**src/rtl/block_collider_if.sv**
```systemverilog
// Erase/bounce bus between the collision engine (master) and the renderer / ball logic (slave).
// Also carries the raster counters and ball position the engine samples.
interface block_collider_if;
   logic [9:0] hor_count;
   logic [9:0] ver_count;
   logic [9:0] ball_x;
   logic [9:0] ball_y;
   logic       erase_enable;
   logic [5:0] erase_pos;
   logic       bounce_x;
   logic       bounce_y;
   logic [4:0] hit_count;
   logic       all_cleared;

   modport master (
      input  hor_count, ver_count, ball_x, ball_y,
      output erase_enable, erase_pos, bounce_x, bounce_y, hit_count, all_cleared
   );

   modport slave (
      output hor_count, ver_count, ball_x, ball_y,
      input  erase_enable, erase_pos, bounce_x, bounce_y, hit_count, all_cleared
   );
endinterface

```
**src/rtl/block_collider.sv**
```systemverilog
// Once-per-frame ball/brick collision scan issuing at most one erase + bounce pulse.
// Optional score counter (hit_count/all_cleared) built only when COLLIDER_SCORE_EN is defined.
module block_collider #(
   parameter int NUM_BLOCKS   = 12,
   parameter int BALL_SIZE    = 7,
   parameter int BLOCK_WIDTH  = 80,
   parameter int BLOCK_HEIGHT = 30
) (
   input  logic              CLK_25MH,
   input  logic              reset,
   block_collider_if.master  bus
);

   typedef enum logic [1:0] {IDLE, LATCH, SCAN, HIT} state_t;

   localparam logic [10:0] BALL_W  = 11'(BALL_SIZE);
   localparam logic [10:0] BLK_W   = 11'(BLOCK_WIDTH);
   localparam logic [10:0] BLK_H   = 11'(BLOCK_HEIGHT);
   localparam logic [10:0] HALF_B  = 11'(BALL_SIZE / 2);
   localparam logic [3:0]  LAST_K  = 4'(NUM_BLOCKS - 1);

   // Geometry must stay identical to what the renderer draws.
   function automatic logic [10:0] brick_x(input logic [3:0] idx);
      case (idx)
         4'd0, 4'd5:         brick_x = 11'd40;
         4'd1, 4'd6, 4'd10:  brick_x = 11'd160;
         4'd2, 4'd7:         brick_x = 11'd280;
         4'd3, 4'd8, 4'd11:  brick_x = 11'd400;
         4'd4, 4'd9:         brick_x = 11'd520;
         default:            brick_x = 11'd0;
      endcase
   endfunction

   function automatic logic [10:0] brick_y(input logic [3:0] idx);
      case (idx)
         4'd0, 4'd1, 4'd2, 4'd3, 4'd4: brick_y = 11'd40;
         4'd5, 4'd6, 4'd7, 4'd8, 4'd9: brick_y = 11'd90;
         4'd10, 4'd11:                 brick_y = 11'd140;
         default:                      brick_y = 11'd0;
      endcase
   endfunction

   state_t                  state_q, state_d;
   logic [9:0]              bx_q, bx_d;
   logic [9:0]              by_q, by_d;
   logic [3:0]              k_q, k_d;
   logic [NUM_BLOCKS-1:0]   active_q, active_d;
   logic                    erase_enable_q, erase_enable_d;
   logic [5:0]              erase_pos_q, erase_pos_d;
   logic                    bounce_x_q, bounce_x_d;
   logic                    bounce_y_q, bounce_y_d;

   logic [10:0] cur_x, cur_y, bx_ext, by_ext, cx;
   logic        trigger, overlap, center_in;

   always_comb begin
      cur_x     = brick_x(k_q);
      cur_y     = brick_y(k_q);
      bx_ext    = {1'b0, bx_q};
      by_ext    = {1'b0, by_q};
      cx        = bx_ext + HALF_B;
      trigger   = (bus.hor_count == 10'd0) && (bus.ver_count == 10'd480);
      overlap   = active_q[k_q]
                  && (bx_ext <= cur_x + BLK_W) && (bx_ext + BALL_W >= cur_x)
                  && (by_ext <= cur_y + BLK_H) && (by_ext + BALL_W >= cur_y);
      center_in = (cx >= cur_x) && (cx <= cur_x + BLK_W);
   end

   always_comb begin
      state_d        = state_q;
      bx_d           = bx_q;
      by_d           = by_q;
      k_d            = k_q;
      active_d       = active_q;
      erase_enable_d = 1'b0;
      erase_pos_d    = erase_pos_q;
      bounce_x_d     = 1'b0;
      bounce_y_d     = 1'b0;
      case (state_q)
         IDLE: begin
            if (trigger) state_d = LATCH;
         end
         LATCH: begin
            bx_d    = bus.ball_x;
            by_d    = bus.ball_y;
            k_d     = 4'd0;
            state_d = SCAN;
         end
         SCAN: begin
            if (overlap)              state_d = HIT;
            else if (k_q == LAST_K)   state_d = IDLE;
            else                      k_d = k_q + 4'd1;
         end
         HIT: begin
            erase_enable_d   = 1'b1;
            erase_pos_d      = {2'b00, k_q};
            bounce_y_d       = center_in;
            bounce_x_d       = !center_in;
            active_d[k_q]    = 1'b0;
            state_d          = IDLE;
         end
         default: state_d = IDLE;
      endcase
   end

   always_ff @(posedge CLK_25MH) begin
      if (!reset) begin
         state_q        <= IDLE;
         bx_q           <= '0;
         by_q           <= '0;
         k_q            <= '0;
         active_q       <= '1;
         erase_enable_q <= 1'b0;
         erase_pos_q    <= '0;
         bounce_x_q     <= 1'b0;
         bounce_y_q     <= 1'b0;
      end else begin
         state_q        <= state_d;
         bx_q           <= bx_d;
         by_q           <= by_d;
         k_q            <= k_d;
         active_q       <= active_d;
         erase_enable_q <= erase_enable_d;
         erase_pos_q    <= erase_pos_d;
         bounce_x_q     <= bounce_x_d;
         bounce_y_q     <= bounce_y_d;
      end
   end

   assign bus.erase_enable = erase_enable_q;
   assign bus.erase_pos    = erase_pos_q;
   assign bus.bounce_x     = bounce_x_q;
   assign bus.bounce_y     = bounce_y_q;

`ifdef COLLIDER_SCORE_EN
   logic [4:0] hit_count_q, hit_count_d;

   // Saturation is a safety net; the 12-bit mask already caps real hits.
   always_comb begin
      hit_count_d = hit_count_q;
      if (state_q == HIT && hit_count_q < 5'(NUM_BLOCKS))
         hit_count_d = hit_count_q + 5'd1;
   end

   always_ff @(posedge CLK_25MH) begin
      if (!reset) hit_count_q <= '0;
      else        hit_count_q <= hit_count_d;
   end

   assign bus.hit_count   = hit_count_q;
   assign bus.all_cleared = (hit_count_q == 5'(NUM_BLOCKS));
`else
   assign bus.hit_count   = '0;
   assign bus.all_cleared = 1'b0;
`endif

endmodule

```
**src/flat_wrapper.sv**
```systemverilog
// flat-port wrapper written by rule: the top's interface ports become plain ports
module block_collider_flat 
#(
   parameter int NUM_BLOCKS   = 12,
   parameter int BALL_SIZE    = 7,
   parameter int BLOCK_WIDTH  = 80,
   parameter int BLOCK_HEIGHT = 30
)
  (CLK_25MH, reset, bus_hor_count, bus_ver_count, bus_ball_x, bus_ball_y, bus_erase_enable, bus_erase_pos, bus_bounce_x, bus_bounce_y, bus_hit_count, bus_all_cleared);
  block_collider_if bus_i ();
  input  logic CLK_25MH;
  input  logic reset;
  input wire logic [$bits(bus_i.hor_count)-1:0] bus_hor_count;
  input wire logic [$bits(bus_i.ver_count)-1:0] bus_ver_count;
  input wire logic [$bits(bus_i.ball_x)-1:0] bus_ball_x;
  input wire logic [$bits(bus_i.ball_y)-1:0] bus_ball_y;
  output wire logic [$bits(bus_i.erase_enable)-1:0] bus_erase_enable;
  output wire logic [$bits(bus_i.erase_pos)-1:0] bus_erase_pos;
  output wire logic [$bits(bus_i.bounce_x)-1:0] bus_bounce_x;
  output wire logic [$bits(bus_i.bounce_y)-1:0] bus_bounce_y;
  output wire logic [$bits(bus_i.hit_count)-1:0] bus_hit_count;
  output wire logic [$bits(bus_i.all_cleared)-1:0] bus_all_cleared;
  assign bus_i.hor_count = bus_hor_count;
  assign bus_i.ver_count = bus_ver_count;
  assign bus_i.ball_x = bus_ball_x;
  assign bus_i.ball_y = bus_ball_y;
  assign bus_erase_enable = bus_i.erase_enable;
  assign bus_erase_pos = bus_i.erase_pos;
  assign bus_bounce_x = bus_i.bounce_x;
  assign bus_bounce_y = bus_i.bounce_y;
  assign bus_hit_count = bus_i.hit_count;
  assign bus_all_cleared = bus_i.all_cleared;
  block_collider #(.NUM_BLOCKS(NUM_BLOCKS), .BALL_SIZE(BALL_SIZE), .BLOCK_WIDTH(BLOCK_WIDTH), .BLOCK_HEIGHT(BLOCK_HEIGHT)) u_core (.CLK_25MH(CLK_25MH), .reset(reset), .bus(bus_i));
endmodule
```
**config.mk**
```make
export PLATFORM = sky130hd
export DESIGN_NAME = block_collider_flat
export DESIGN_NICKNAME = d
export VERILOG_FILES = /design/src/rtl/block_collider_if.sv /design/src/rtl/block_collider.sv /design/src/flat_wrapper.sv
export SDC_FILE = /design/constraint.sdc
export NUM_CORES = 1
export LEC_CHECK = 0
export ABC_AREA = 1
export CORE_ASPECT_RATIO = 1.75
export CORE_MARGIN = 1.5
export CORE_UTILIZATION = 40
export DETAILED_ROUTE_END_ITERATION = 10
export DONT_BUFFER_PORTS = 1
export GPL_TIMING_DRIVEN = 0
export PLACE_DENSITY = 0.65
export SETUP_SLACK_MARGIN = 0.15
export SYNTH_ARGS = -nofsm -noshare
export SYNTH_HDL_FRONTEND = slang
export SYNTH_SLANG_ARGS = --single-unit
```
**constraint.sdc**
```tcl
create_clock -name CLK_25MH -period 5.4 [get_ports CLK_25MH]
set_input_delay 1.08 -clock CLK_25MH [delete_from_list [all_inputs] [get_ports CLK_25MH]]
set_output_delay 1.08 -clock CLK_25MH [all_outputs]
set_load 0.02 [all_outputs]
```
Word-level counts from Yosys, hierarchy flattened
Memory sizes are Yosys's and may differ from the RTL's. A register that Yosys moved wholly into a read port is not among the register bits.
Index checks and enable logic that the tools add are counted.
{"block": "word_totals", "reg_bits": 45, "mem_bits_ro": 208, "in_bits": 42, "output_inout_bits": 15, "wordCells": 66, "n_memories": 2}
{"memory": "(name not given)", "depth": 16, "word_bits": 7, "read_ports": 1, "rd_clocked_by_memory_dff": 1, "write_ports": 0, "line_no": "block_collider.sv:35", "rtl": "case (idx)"}
{"memory": "(name not given)", "depth": 16, "word_bits": 6, "read_ports": 1, "rd_clocked_by_memory_dff": 1, "write_ports": 0, "line_no": "block_collider.sv:24", "rtl": "case (idx)"}
{"block": "classes", "add_sub_neg": 6, "order_cmp": 8, "n_eq_ne": 9, "mux": 16, "bitwise": 2, "n_reduce_logical": 14}
{"op": "$ge 11x11->1", "count": 3}
{"op": "$mux 4", "count": 6}
{"op": "$add 10x3->11 const B", "count": 2}
{"op": "$le 10x11->1", "count": 2}
{"op": "$and 12x12->12", "count": 1}
{"op": "$not 12->12", "count": 1}
{"op": "$add 10x2->11 const B", "count": 1}
{"op": "$add 11x5->11 const B", "count": 1}
{"op": "$add 11x7->11 const B", "count": 1}
{"op": "$le 11x11->1", "count": 1}
{"op": "$eq 10x9->1 const B", "count": 1}
{"op": "$logic_not 10->1", "count": 1}
{"op": "$pmux 2 s4", "count": 1}
{"op": "$pmux 4 s2", "count": 1}
{"op": "$logic_and 1x1->1", "count": 7}
{"op": "$mux 2", "count": 3}
{"op": "$lt 4x5->1 const B", "count": 1}
{"op": "$add 4x1->4 const B", "count": 1}
{"op": "$bmux 1 s4", "count": 1}
{"op": "$demux 1 s4", "count": 1}
{"op": "$eq 2x2->1 const B", "count": 2}
{"op": "$eq 4x4->1 const B", "count": 1}
{"op": "$ge 4x1->1 const B", "count": 1}
{"op": "$ne 2x2->1 const B", "count": 2}
{"op": "9 further kinds", "count": 12}

Longest topological paths before layout
Gate-level depths: netlist of run 1.
{"block": "depth", "ltp_word": 10, "mapped_depth": 25, "ltp_nobuf": 25}

Worst setup path after synthesis of run 1
No wires, ideal clock.
{"block": "synth_timing", "kind": "reg2reg", "start": "register u_core.by_q[0]", "end": "register u_core.cur_x[5] (netlist name)", "setup_ps": 113, "arrival_time_ps": 2856, "t_required_ps": 5287, "path_slack_ps": 2431, "path_stages_with_launch": 23, "n_path_buf": 0, "period_less_slack_ps": 2969, "path_cell_list": "dfxtp_1 -> inv_2 -> ha_1 -> a21oi_2 -> nand3_1 -> xnor2_1 -> ha_1 -> a21oi_1 -> o21a_1 -> nand2_1 -> nand2_1 -> nand2_1 -> nor2_1 -> nor2_4 -> nand3_4 -> nand2_4 -> nand2_1 -> nand3_2 -> ha_1 -> nand4_1 -> nand2_1 -> nand2_1 -> nand2_1"}
{"block": "synth_via", "elab_chain_len": 7}
{"item": "start: declaration", "line_no": "block_collider.sv:45", "rtl": "logic [9:0] by_q, by_d;"}
{"item": "start signal: assignment", "line_no": "block_collider.sv:120", "rtl": "by_q <= by_d;"}
{"item": "$add 10x3->11 or $le 10x11->1 (tied branches)", "line_no": "block_collider.sv:65", "rtl": "&& (by_ext <= cur_y + BLK_H) && (by_ext + BALL_W >= cur_y);"}
{"item": "$ge 11x11->1 or $logic_and 1x1->1 (tied branches)", "line_no": "block_collider.sv:65"}
{"item": "$logic_and 1x1->1 (*)", "line_no": "block_collider.sv:65"}
{"item": "$ne 2x2->1 (no line) (*)"}
{"item": "$reduce_and 3->1 (no line) (*)"}
{"item": "$mux 4 (no line) (*) (2 in series)"}
Mark *: on every way between the ends. The rest lies on a longest branch, timed or not.
A chain may end at the register's enable or synchronous reset.

Worst setup path in the final report of run 1
{"block": "layout_timing", "start": "register u_core.by_q[0]", "end": "register u_core.cur_x[5] (netlist name)"}
{"block": "layout_via", "elab_chain_len": 7}
{"item": "$add 10x3->11 or $le 10x11->1 (tied branches)", "line_no": "block_collider.sv:65"}
{"item": "$ge 11x11->1 or $logic_and 1x1->1 (tied branches)", "line_no": "block_collider.sv:65"}
{"item": "$logic_and 1x1->1 (*)", "line_no": "block_collider.sv:65"}
{"item": "$ne 2x2->1 (no line) (*)"}
{"item": "$reduce_and 3->1 (no line) (*)"}
{"item": "$mux 4 (no line) (*) (2 in series)"}
Marked as above.

==> metrics.md, run 1 <==
| Metric | Value |
|---|---|
| Cell Rows | 48 |
| Yosys reg bits | 54 |
| Fill count | 1026 |
| Final Skew | 0.0114 ns |
| Pin count of the biggest net entering global routing | 19 |
| Critical Path RT | 5.65 ns |
| Synth Instances | 568 |
| Buffers on Ports | 0 |
| Leak Pwr | 2.18 nW |
| Die H | 136 um |
| Layout cell share with drive strength beyond 1 | 8.23% |
| ANT nets after route | 0 |
| Final-stage net count | 684 |
| Slew Limit Fails | 0 |
| DRC | 0 |
| RR Startpoint | u_core.by_q[0]$_SDFFE_PN0N_ |
| Slew Limit Headroom | 54.8% |
| Finished Layout Cells | 708 |
| Tcrit/Tclk final | 65.0% |
| CTS sink count | 54 |
| DR vias | 3576 |
| Detailed placer's ending HPWL | 7980 um |
| Crit end category | flop |
| Syn_area_per_cell | 7.15 um2 |
| Starting DRT DRC Count | 109 |
| Routability congestion estimate | 0.904 |
| Setup TNS Final | 0 ns |
| Multi-input logic area | 2560 um2 |
| Start point of the worst hold path | u_core.active_q[6]$_SDFFE_PN1P_ |
| Post-Syn Area | 4060 um2 |
| Crit path max fanout | 7 |
| Crit path launch | u_core.by_q[0]$_SDFFE_PN0N_ |
| Register area share after synthesis | 26.6% |
| VDD IR-drop max | 0.165 mV |
| Post-cts sizing count | 0 |
| Io pins | 57 |
| Vias in the first global route | 3650 |
| Worst-skew pair later-pin latency | 0.31 ns |
| Drt pass-1 iters | 5 |
| Vias/cell | 5.05 |
| CP Launch Type | flop |
| Worst-path clk slew | 0.08 ns |
| Routed wire length | 9970 um |
| GRT Total Usage | 19.7% |
| Starting Density | 41.3% |
| Final hold vios | 0 |
| Die area | 10800 um2 |
| Antenna violations before repair | 0 |
| Pwr/cell area | 182 nW/um2 |
| WP data arrival | 3.77 ns |
| First-pass GRT wire length | 16500 um |
| Final min period | 3.51 ns |
| Synth warnings | 0 |
| Run status | completed |
| Congestion Overflow GR | 0 |
| Diode count | 0 |
| # hold bufs at CTS | 0 |
| CORE AREA | 9850 um2 |
| Flip-flop and latch area | 1080 um2 |
| RSZ-0062 raised after global routing | no |
| Clk root buf | clkbuf_16 |
| Post-CTS setup buffer count | 0 |
| Worst slew pin tran | 0.670 ns |
| Crit Path Category | flop to flop |
| H-tree depth | 2 |
| Avg WL per Cell | 14.1 um |
| Netlist cell types | 44 |
| Maxcap violations | 0 |
| Hold Crit Class | flop to flop |
| Final setup violation count | 0 |
| CTS tree | yes |
| Max Freq | 0.285 GHz |
| Die width | 79.2 um |
| Placed Cells | 700 |
| Clock tree buffer depth | 2 |
| Total CTS buffers | 5 |
| Synth-to-Final Area Change | 8.74% |
synth_stat cells, drive strengths merged:
| cell | n | share of area [%] |
|---|---|---|
| nor2 | 51 | 5.1 |
| nor4 | 3 | 0.46 |
| o41ai | 2 | 0.43 |
| clkinv | 2 | 0.18 |
| a21o | 1 | 0.18 |
| conb | 1 | 0.092 |
| inv | 79 | 7.5 |
| ha | 60 | 18 |
| and3 | 1 | 0.15 |
| or2 | 2 | 0.31 |
| dfxtp | 54 | 27 |
| a31oi | 3 | 0.46 |
| xnor2 | 5 | 1.1 |
| a21oi | 30 | 3.8 |
| nand2 | 130 | 13 |
| nand4 | 13 | 2.2 |
| o21ai | 39 | 4.8 |
| a211oi | 2 | 0.37 |
| clkbuf | 7 | 0.65 |
| o21bai | 4 | 0.74 |
| nor3 | 4 | 0.62 |
| xor2 | 11 | 2.4 |
| buf | 13 | 2.6 |
| o31ai | 2 | 0.37 |
| o21a | 1 | 0.18 |
| nand3 | 47 | 7.5 |
| o221ai | 1 | 0.22 |
per-stage QoR:
step,hold WS [ns],worst slack (ns),utilization [%],power [W],cell area [um2]
6_report,0.460,1.89,44.9,0.000804,4420
5_1_grt,0.485,1.68,44.9,0.000832,4420
4_1_cts,0.462,1.95,44.9,0.000817,4420
3_5_place_dp,0.451,1.95,43.1,0.000429,4250
3_3_place_gp,0.446,1.97,43.1,0.000429,4250
2_1_floorplan,0.431,2.43,-,0.000425,4090
report_power, final:
group,internal [W],switching [W],total (W)
Sequential,0.000398,0.0000000395,0.000398
Combinational,0.00000698,0.0000147,0.0000216
Clock,0.000222,0.000163,0.000385
Total,0.000626,0.000178,0.000804
placed cells by master, fill, tap and decap left out, types with 2 or more instances in the layout:
cell	netlist	routed
nand2_4	2	2
nand2_2	3	3
a31oi_1	3	3
inv_1	71	71
nor2_2	3	3
nor3_1	3	3
nor2_1	47	47
clkbuf_16	0	5
ha_1	60	60
nand3_4	4	4
dfxtp_1	54	54
inv_4	2	2
clkinv_1	2	2
conb_1	1	8
xnor2_1	5	5
o21ai_0	37	37
clkbuf_1	7	7
o21ai_1	2	2
nand2_1	125	125
xor2_1	11	11
o41ai_1	2	2
o31ai_1	2	2
nor4_1	3	3
a21oi_1	29	29
a211oi_1	2	2
inv_2	5	5
inv_6	1	2
nand3_1	39	39
nand4_1	12	12
o21bai_1	4	4
nand3_2	4	4
buf_1	2	2
buf_4	9	9
registers in the layout, summed over array words and instances (netlist names):
signal	flops
u_core.bus.bounce_x	1
u_core.bx_q	10
u_core.active_q	12
u_core.bus.erase_pos	4
u_core.bus.bounce_y	1
u_core.bus.erase_enable	1
u_core.cur_y	4
u_core.by_q	10
u_core.cur_x	5
u_core.state_q	2
u_core.k_q	4
routing by layer:
layer | share of wire, % | wire (um) | track usage, % | vias up
li1 | - | - | - | 1864
met1 | 38 | 3790 | 19.0 | 1644
met2 | 56 | 5570 | 38.9 | 50
met3 | 3.1 | 306 | 3.36 | 18
met4 | 3.0 | 303 | 9.26 | 0
met5 | 0 | 0 | 0 | -
worst paths after layout:
kind	slack [ns]	to	cells after the start
worst min-delay path	0.46	u_core.active_q[6]$_SDFFE_PN1P_	2
worst max register to register	1.89	u_core.cur_x[5]$_DFF_P_	22
worst max-delay path	1.89	u_core.cur_x[5]$_DFF_P_	22
worst min register to register	0.46	u_core.active_q[6]$_SDFFE_PN1P_	2
worst max-delay path: stages (launching register included):
cell,delay [ns]
dfxtp_1,0.39
inv_2,0.08
ha_1,0.23
a21oi_2,0.25
nand3_1,0.12
xnor2_1,0.15
ha_1,0.33
a21oi_1,0.14
o21a_1,0.14
nand2_1,0.06
nand2_1,0.06
nand2_1,0.04
nor2_1,0.25
nor2_4,0.09
nand3_4,0.12
nand2_4,0.08
nand2_1,0.08
nand3_2,0.16
ha_1,0.36
nand4_1,0.13
nand2_1,0.11
nand2_1,0.05
nand2_1,0.05
cells by family after synthesis:
family | count (synthesis) | synth area share, %
compound gates | 85 | 11.5
buf+inv | 101 | 11.0
fa+ha+maj | 60 | 18.5
xor+xnor | 16 | 3.45
simple gates | 251 | 28.8
flops | 54 | 26.6
other cells | 1 | 0.0923
cell type report:
cell class | instances | share of cell area (%)
well taps | 125 | 3.54
flip-flops and latches | 54 | 24.5
inverters | 81 | 7.11
clock inverters | 3 | 1.08
multi-input cells | 420 | 58.0
clock buffers | 5 | 2.83
plain buffers | 20 | 3.00
No activity file was read; power rests on OpenSTA's default activity.
==> inputs of run 2 (changes only) <==
--- a/config.mk
+++ b/config.mk
@@ -12,7 +12,7 @@
 export DETAILED_ROUTE_END_ITERATION = 10
 export DONT_BUFFER_PORTS = 1
 export GPL_TIMING_DRIVEN = 0
-export PLACE_DENSITY = 0.65
+export PLACE_DENSITY = 0.67
 export SETUP_SLACK_MARGIN = 0.15
 export SYNTH_ARGS = -nofsm -noshare
 export SYNTH_HDL_FRONTEND = slang
==> constraint.sdc (replaced) <==
create_clock -name CLK_25MH -period 2.8 [get_ports CLK_25MH]
set_input_delay 0.56 -clock CLK_25MH [delete_from_list [all_inputs] [get_ports CLK_25MH]]
set_output_delay 0.56 -clock CLK_25MH [all_outputs]
set_load 0.02 [all_outputs]
==> run 2 against run 1 <==
  * The flow now finishes with violations (negative setup slack)
  * Via count grew 6.3%
  * Register-to-register slack worse by 2.1 ns
  * Sequential share of layout area down 1.5 points
  * Sequential power rose by 92%
  * Die area did not move
  * Critical endpoint is now u_core.cur_x[7]$_DFF_P_
  * Largest cell class unchanged
==> metrics.md, run 2 (synthesized netlist as in run 1, its figures left out) <==
| Metric | Value |
|---|---|
| Run status | complete, but fails checks |
| Violated checks | negative setup slack |
| Die area | 10800 um2 |
| Die H | 136 um |
| Max Freq | 0.327 GHz |
| Maxcap violations | 0 |
| Clock Power Share | 44.1% |
| Drt pass-1 iters | 4 |
| Buffers on Ports | 0 |
| # hold bufs at CTS | 0 |
| Final Skew | 0.0117 ns |
| Crit path max fanout | 6 |
| First-pass GRT wire length | 17400 um |
| VDD IR-drop max | 0.244 mV |
| ANT nets after route | 0 |
| Congestion Overflow GR | 0 |
| RR Startpoint | u_core.by_q[0]$_SDFFE_PN0N_ |
| Cell Rows | 48 |
| Reg2Reg Setup Slack | -0.26 ns |
| Die width | 79.2 um |
| Largest Register | u_core.active_q |
| Slew Limit Fails | 0 |
| DRC | 0 |
| Worst slew pin tran | 0.607 ns |
| Avg WL per Cell | 14.9 um |
| Final core utilization | 48.4% |
| Critical Path RT | 3.00 ns |
| PnR worst setup slack | -0.256 ns |
| Final min period | 3.06 ns |
| Synth-to-Final Area Change | 17.4% |
| Total CTS buffers | 5 |
| Starting Density | 41.3% |
| Worst-skew pair later-pin latency | 0.31 ns |
| CTS sink count | 54 |
| Routed wire length | 10800 um |
| NetSw | 0.000337 W |
| Int Pwr | 0.00111 W |
| Layout cell share with drive strength beyond 1 | 17.7% |
| CP max-delay cell | dfxtp_2 |
| Reg2reg path depth | 23 |
| Crit Path Category | flop to flop |
| Commonest non-fill, non-tap cell in the layout | nand2_1 |
| Worst R2R End | u_core.cur_x[7]$_DFF_P_ |
| Slew Limit Headroom | 59.6% |
| Pwr/cell area | 304 nW/um2 |
| H-tree depth | 2 |
| Final instance area | 4770 um2 |
| DR vias | 3801 |
| Detailed placer's ending HPWL | 8300 um |
| Final-stage net count | 705 |
| Tcrit/Tclk final | 109% |
| Diode count | 0 |
| CTS tree | yes |
| WP data arrival | 3.26 ns |
| Worst-path clk slew | 0.08 ns |
| Final setup violation count | 9 |
| Start point of the worst hold path | bus_ball_x[1] |
| Crit path cell chain | inv_4, ha_4, a21oi_4, nand3_2, xnor2_1, ha_1, nand2_1, o21a_1, nand2_1, nand2_1, nand2_2, nor2_4, nor2_4, nand3_4, nand2_4, nand2_4, nand3_4, inv_2, ha_2, inv_1, nand4_1, nand3_1, nand2_1 |
| Top Registers | u_core.active_q (12), u_core.bx_q (10), u_core.by_q (10) |
| Critical path's largest stage delay | 0.36 ns |
| Routability congestion estimate | 0.902 |
| DP Area | 4330 um2 |
| Top cell by count, worst path | nand2_1 |
| Vias/cell | 5.21 |
| Hold Crit Class | input pin to flop |
| Clock tree buffer depth | 2 |
| Clk root buf | clkbuf_16 |
| Fill count | 1009 |
| Most frequent cells in the layout | 121 x nand2_1, 67 x inv_1, 53 x ha_1, 46 x dfxtp_1, 43 x nor2_1 |
| Combinational fraction of design power | 3.0% |
| Hold Path Sink | u_core.bx_q[1]$_SDFFE_PN0N_ |
| RSZ-0062 raised after global routing | yes |
| CORE AREA | 9850 um2 |
| Antenna violations before repair | 0 |
| Leak Pwr | 2.28 nW |
| Hold path depth | 2 |
| Max reg flops | 12 |
| Starting DRT DRC Count | 119 |
| CP Launch Type | flop |
| GRT Total Usage | 20.9% |
| Final hold vios | 0 |
| Sw Share | 23.2% |
| Seq pwr share | 52.8% |
| Setup TNS Final | -1.31 ns |
| Pin count of the biggest net entering global routing | 17 |
| Io pins | 57 |
| Crit end category | flop |
| Vias in the first global route | 3872 |
==> run 2: cell count changes in the layout (fill, tap and decap cells not counted), sizes merged <==
cell | previous run | this run
inv | 80 | 79
clkbuf | 12 | 13
clkinv | 3 | 4
nand3 | 47 | 48
buf | 13 | 33
bufinv | 1 | 0
==> run 2: power groups by stage <==
stage / clock network (W) / registers (W) / logic, W
after global routing: 0.000690 / 0.000766 / 0.0000477
after global placement: 0 / 0.000784 / 0.0000423
after CTS: 0.000655 / 0.000766 / 0.0000435
final: 0.000640 / 0.000766 / 0.0000438
after floorplan: 0 / 0.000784 / 0.0000348
after detailed placement: 0 / 0.000784 / 0.0000428
==> run 2: routing by layer <==
| metal | track usage (%) | vias to the layer above | routed length, um |
|---|---|---|---|
| li1 | - | 1912 | - |
| met1 | 18.9 | 1776 | 3810 |
| met2 | 40.9 | 79 | 6040 |
| met3 | 3.96 | 34 | 416 |
| met4 | 13.5 | 0 | 586 |
| met5 | 0 | - | 0 |
==> run 2: worst max-delay path by stage <==
| stage | startpoint | to | slack [ns] | cells after the start |
|---|---|---|---|---|
| 4_1_cts | u_core.by_q[0]$_SDFFE_PN0N_ | u_core.cur_x[7]$_DFF_P_ | -0.23 | 23 |
| 3_3_place_gp | u_core.by_q[0]$_SDFFE_PN0N_ | u_core.cur_x[3]$_DFF_P_ | -0.31 | 24 |
| 5_1_grt | u_core.by_q[0]$_SDFFE_PN0N_ | u_core.cur_x[5]$_DFF_P_ | -0.40 | 22 |
| 3_5_place_dp | u_core.by_q[0]$_SDFFE_PN0N_ | u_core.cur_x[3]$_DFF_P_ | -0.36 | 24 |
| 2_1_floorplan | u_core.by_q[0]$_SDFFE_PN0N_ | u_core.cur_x[5]$_DFF_P_ | 0.05 | 22 |
| 6_report | u_core.by_q[0]$_SDFFE_PN0N_ | u_core.cur_x[7]$_DFF_P_ | -0.26 | 23 |
==> run 2: final cells by class <==
type	count	area, um2	share of cell area (%)
clock buffer	6	129	2.70
sequential	54	1090	22.9
clock inverter	2	13.8	0.289
inverter	81	319	6.69
tap	125	156	3.28
multi-input combinational	421	2770	58.0
buffer	20	133	2.78
timing repair buffer	20	158	3.31
==> run 2: what timing repair did <==
action	4_1_cts	5_1_grt
gates resized for setup	18	18
gates cloned	1	0
endpoints found under the setup margin	16	17
setup buffers	14	6
pin swaps	19	10
==> run 2: critical path, delay by kind of cell (launching register included) <==
kind / cells / cell delay, ns
flip-flops: 1 / 0.36
buffers and inverters: 3 / 0.16
AND/OR/NAND/NOR: 14 / 1.23
AO/OA/AOI/OAI: 2 / 0.34
XOR/XNOR: 1 / 0.14
adder cells (fa/ha/maj): 3 / 0.71
==> run 2: stage by stage <==
stage               setup slack [ns]  power, W  hold slack (ns)  std cells
finish                        -0.256   0.00145            0.389        729
global route                  -0.401   0.00150            0.396        729
CTS                           -0.233   0.00146            0.390        723
detailed placement            -0.356  0.000827            0.448        700
global placement              -0.315  0.000827            0.447        700
floorplan                     0.0505  0.000819            0.431        575
